## src/rtl/pes_gcmonitor.sv

```systemverilog
// Sequence monitor for an 8-bit Gray-code counter: converts the sampled code to binary,
// classifies each step (hold/advance/bad), tracks lock, and flags step/stall errors.
module pes_gcmonitor #(
  parameter int WIDTH      = 8,
  parameter int LOCK_COUNT = 2,
  parameter int STALL_MAX  = 4
) (
  input  logic             clk,
  input  logic             reset,
  input  logic             enable,
  input  logic [WIDTH-1:0] gray_in,
  output logic [WIDTH-1:0] bin_out,
  output logic             bin_valid,
  output logic             locked,
  output logic             wrap_pulse,
  output logic             step_err,
  output logic             stall_err,
  output logic [7:0]       err_count
);

  typedef enum logic [1:0] {UNLOCKED, CHECK, LOCKED} state_e;

  function automatic logic [WIDTH-1:0] g2b(input logic [WIDTH-1:0] g);
    logic [WIDTH-1:0] b;
    b[WIDTH-1] = g[WIDTH-1];
    for (int i = WIDTH-2; i >= 0; i--) b[i] = b[i+1] ^ g[i];
    return b;
  endfunction

  logic [WIDTH-1:0] gray_q, bin_q, bin_new, diff;
  logic             en_q, s1v_q, bvld_q;
  state_e           state_q, state_d;
  logic [3:0]       lock_cnt_q, lock_cnt_d;
  logic [7:0]       stall_cnt_q, stall_cnt_d;
  logic [7:0]       err_q, err_d;
  logic             wrap_q, wrap_d, step_q, step_d, stall_q, stall_d, locked_q;
  logic             classify, is_hold, is_adv, is_bad, stall_inc, stall_hit;

  assign bin_new   = g2b(gray_q);
  assign diff      = bin_new - bin_q;
  assign classify  = bvld_q && s1v_q;
  assign is_hold   = (diff == '0);
  assign is_adv    = (diff == WIDTH'(1));
  assign is_bad    = !is_hold && !is_adv;
  assign stall_inc = classify && is_hold && en_q;
  assign stall_hit = stall_inc && (stall_cnt_q == 8'(STALL_MAX-1));

  always_comb begin
    state_d     = state_q;
    lock_cnt_d  = lock_cnt_q;
    stall_cnt_d = stall_cnt_q;
    step_d      = 1'b0;
    stall_d     = 1'b0;
    wrap_d      = classify && is_adv && (bin_q == '1);
    if (classify) begin
      // Stall count restarts on any non-stalling sample and after each stall event
      stall_cnt_d = (stall_inc && !stall_hit) ? stall_cnt_q + 8'd1 : 8'd0;
      case (state_q)
        UNLOCKED: begin
          state_d    = CHECK;
          lock_cnt_d = '0;
        end
        CHECK: begin
          if (is_adv) begin
            if (lock_cnt_q == 4'(LOCK_COUNT-1)) begin
              state_d    = LOCKED;
              lock_cnt_d = '0;
            end else begin
              lock_cnt_d = lock_cnt_q + 4'd1;
            end
          end else if (is_bad) begin
            lock_cnt_d = '0;
          end
        end
        LOCKED: begin
          if (is_bad) begin
            step_d     = 1'b1;
            state_d    = CHECK;
            lock_cnt_d = '0;
          end else if (stall_hit) begin
            stall_d    = 1'b1;
            state_d    = CHECK;
            lock_cnt_d = '0;
          end
        end
        default: state_d = UNLOCKED;
      endcase
    end
    err_d = err_q;
    if ((step_d || stall_d) && (err_q != 8'hFF)) err_d = err_q + 8'd1;
  end

  always_ff @(posedge clk or negedge reset) begin
    if (!reset) begin
      gray_q      <= '0;
      en_q        <= 1'b0;
      s1v_q       <= 1'b0;
      bin_q       <= '0;
      bvld_q      <= 1'b0;
      state_q     <= UNLOCKED;
      lock_cnt_q  <= '0;
      stall_cnt_q <= '0;
      err_q       <= '0;
      wrap_q      <= 1'b0;
      step_q      <= 1'b0;
      stall_q     <= 1'b0;
      locked_q    <= 1'b0;
    end else begin
      gray_q      <= gray_in;
      en_q        <= enable;
      s1v_q       <= 1'b1;
      if (s1v_q) begin
        bin_q  <= bin_new;
        bvld_q <= 1'b1;
      end
      state_q     <= state_d;
      lock_cnt_q  <= lock_cnt_d;
      stall_cnt_q <= stall_cnt_d;
      err_q       <= err_d;
      wrap_q      <= wrap_d;
      step_q      <= step_d;
      stall_q     <= stall_d;
      locked_q    <= (state_d == LOCKED);
    end
  end

  assign bin_out    = bin_q;
  assign bin_valid  = bvld_q;
  assign locked     = locked_q;
  assign wrap_pulse = wrap_q;
  assign step_err   = step_q;
  assign stall_err  = stall_q;
  assign err_count  = err_q;

endmodule

```

## config.mk

```make
export PLATFORM = sky130hd
export DESIGN_NAME = pes_gcmonitor
export DESIGN_NICKNAME = d
export VERILOG_FILES = /design/src/rtl/pes_gcmonitor.sv
export SDC_FILE = /design/constraint.sdc
export NUM_CORES = 1
export LEC_CHECK = 0
export ABC_AREA = 1
export BUFFER_PORTS_ARGS = -buffer_cell sky130_fd_sc_hd__buf_2
export CORE_ASPECT_RATIO = 2
export CORE_UTILIZATION = 45
export DETAILED_ROUTE_END_ITERATION = 10
export HOLD_SLACK_MARGIN = 0.05
export PLACE_DENSITY = 0.67
export SETUP_SLACK_MARGIN = 0.4
export SLEW_MARGIN = 20
export SYNTH_ARGS = -nofsm -noshare
export SYNTH_HDL_FRONTEND = slang
export SYNTH_SLANG_ARGS = --single-unit
```

## constraint.sdc

```tcl
create_clock -name clk -period 3.2 [get_ports clk]
set_input_delay 0.16 -clock clk [delete_from_list [all_inputs] [get_ports clk]]
set_output_delay 0.16 -clock clk [all_outputs]
set_load 0.1 [all_outputs]
```

==> flow_summary.json <==
{
  "grt_pass1_vias": 2289,
  "path_clk_slew_ns": 0.06,
  "finalWeightedCongestion": 0.8427,
  "pwr_density_cell_nw_per_um2": 608.5,
  "num_vias": 2234,
  "die_area_sq_um": 6147,
  "clk_latency_ns": 0.29,
  "worst_clock_skew_ns": 0.005114,
  "drt-initial-drc-count": 62,
  "worstPathRequired_ns": 3.39,
  "critPathCaptureType": "register",
  "regArea_sq_um": 1127,
  "grt_max_degree": 46,
  "r2r_setup_slack_ns": -0.28,
  "cts_made_buffers": 5,
  "drc": 0,
  "path_max_fanout": 7,
  "place_ws_ns": -0.2389,
  "n_fill_cell": 500,
  "tightest_slew_ns": 0.7465,
  "ir_worst_vdd_mv": 0.8455,
  "setup_ws_ns": -0.2829,
  "synthArstFlopShare_pct": 100.0,
  "ys_warn_count": 0,
  "ys_seq_area_share_pct": 43.00,
  "multi_input_area_sq_um": 1446,
  "dr_wl_met3_um": 165,
  "cts_num_sinks": 45,
  "min_path_type": "input port to async pin",
  "die_h_um": 109.9,
  "clock_path_buffers": 2,
  "yosys.cell_types.count": 35,
  "critPathSlowestCell": "dfrtp_2",
  "synth_top_area_share_pct": 43.00,
  "rr_startpoint": "gray_q[7]",
  "violations": "setup timing",
  "synth_edf_count": 0,
  "synthTopCellsByArea": "dfrtp_1 (43%), nand2_1 (10%), inv_1 (6.2%)",
  "synth_most_common_cell": "nand2_1",
  "cp-startpoint": "gray_q[7]",
  "post-route-cell-area_sq_um": 3436,
  "max-cap-violations": 0,
  "ctsHtreeMaxLevel": 2,
  "met1_length_um": 2175,
  "critPathKind": "register to register",
  "fp-row-count": 39,
  "coreArea_sq_um": 5660,
  "grt_pass1_wl_um": 10080,
  "yosysTopAreaCell": "dfrtp_1",
  "drv_slew": 0,
  "fin_nets": 407,
  "final_hold_viol_count": 0,
  "wl_met2_um": 3378,
  "root_buffer": "clkbuf_16",
  "fmax_ghz": 0.2871,
  "io-pin-count": 32,
  "dpl.cell_count": 421,
  "antenna_cells": 0,
  "drt-pass1-iter-count": 4,
  "synth-main-ff-cell": "dfrtp_1",
  "period_share_pct": 108.8,
  "synth-seq-cells": 45,
  "arrival_ns": 3.67,
  "area_delta_synth_final_pct": 31.20,
  "drive_gt1_share_pct": 34.55,
  "rsz0062_at_grt": "yes",
  "p_leak_nw": 1.720,
  "wirelength_um": 6073,
  "grt_usage_pct": 21.98,
  "hpwl_um": 4342,
  "p_total_mw": 2.091,
  "worstSetupStartpointType": "register",
  "dr.max_layer_used": "met4",
  "routedWlPerCell_um": 13.62,
  "start_util_pct": 46.26,
  "detail-route-antenna-nets": 0,
  "syn_nets": 336,
  "syn_area_sq_um": 2619,
  "numPortBuffers": 31,
  "status": "finished with violations",
  "netlist_instances": 313,
  "setup_viol": 24,
  "grt.overflow.total": 0,
  "final_util_pct": 60.70,
  "stdcell_count": 446,
  "maxSlewHeadroom_pct": 50.00,
  "syn_area_per_cell_sq_um": 8.367,
  "viasPerCell": 5.009,
  "cts_tree": "done",
  "synth_commonest_cells": "nand2_1 (72), dfrtp_1 (45), inv_1 (43), nor2_1 (20), nand3_1 (19)",
  "die_w_um": 55.94,
  "antenna_found_initial": 0,
  "crit_path_frequent_cell": "nand2_2",
  "placed_area_sq_um": 3005,
  "min_period_ns": 3.483,
  "cpPeakStageDelay_ns": 0.44
}
==> cell usage in the layout (no fill, tap or decap), types with 4 or more instances in the layout <==
cell type,instances
inv_2,5
a21oi_2,5
clkbuf_16,5
buf_2,30
nand3_2,4
inv_1,42
nor2_1,17
nand2_4,6
nand4_1,6
a21oi_1,4
dfrtp_1,44
nor2_2,5
o21ai_0,7
dlygate4sd3_1,10
buf_4,21
buf_6,4
ha_1,10
nand2_2,23
nand2_1,64
xnor2_1,8
o21ai_1,5
nand3_1,19
nor4_1,4
==> flip-flops by register name, summed over array words and instances, names as in the netlist, 2 cells and up <==
name	flops
lock_cnt_q	4
state_q	2
stall_cnt_q	8
err_count	8
bin_out	8
gray_q	8
==> critical path, delay by kind of cell (launching register included) <==
| kind | cells | cell delay (ns) |
|---|---|---|
| AO/OA/AOI/OAI | 1 | 0.09 |
| XOR/XNOR | 2 | 0.37 |
| flip-flops | 1 | 0.44 |
| AND/OR/NAND/NOR | 22 | 1.91 |
| buffers and inverters | 2 | 0.08 |
| adder cells (fa/ha/maj) | 2 | 0.49 |
==> what timing repair did <==
action	4_1_cts	5_1_grt
resized for setup	11	18
hold endpoints to repair	9	45
buffers inserted	4	3
pin swaps	5	21
hold buffers	9	1
setup endpoints to repair	26	26
==> routing by layer <==
layer	up-vias	track usage, %
li1	1128	-
met1	1042	20.92
met2	44	40.36
met3	20	4.118
met4	0	17.94
met5	-	0
==> metrics by stage <==
stage	setup TNS [ns]	hold slack, ns
finish	-5.332	0.4071
global route	-10.85	0.4758
CTS	-4.859	0.08443
detailed placement	-3.603	0.2706
global placement	-1.458	0.2689
floorplan	-0.6080	-0.1356
==> area by class of cell <==
type / instances / area share (%)
multi-input cells: 219 / 42.10
flip-flops and latches: 45 / 32.81
repair buffers: 65 / 13.18
inverters: 48 / 5.244
clock buffers: 6 / 4.042
well taps: 61 / 2.221
clock inverters: 2 / 0.4006
==> report_power, final <==
part / switching, mW / internal (mW) / total, mW
combinational: 0.626 / 0.259 / 0.885
clock: 0.221 / 0.311 / 0.532
sequential: 0.0567 / 0.617 / 0.674
total: 0.904 / 1.19 / 2.09
==> worst paths after layout <==
check / endpoint / depth (start not counted)
min in group clk: stall_cnt_q[0] / 1
max in group asynchronous: gray_q[7] / 2
worst min-delay path: lock_cnt_q[1] / 2
worst max-delay path: lock_cnt_q[0] / 29
worst min register to register: stall_cnt_q[0] / 1
worst max register to register: lock_cnt_q[0] / 29
==> logic make-up after synthesis <==
kind of cell    share of synthesized area, %
buf+inv                                7.071
xor+xnor                               5.877
fa+ha+maj                              6.020
simple gates                           32.78
compound gates                         5.112
flops                                  43.00
other cells                           0.1432
No activity file was read; power rests on OpenSTA's default activity.
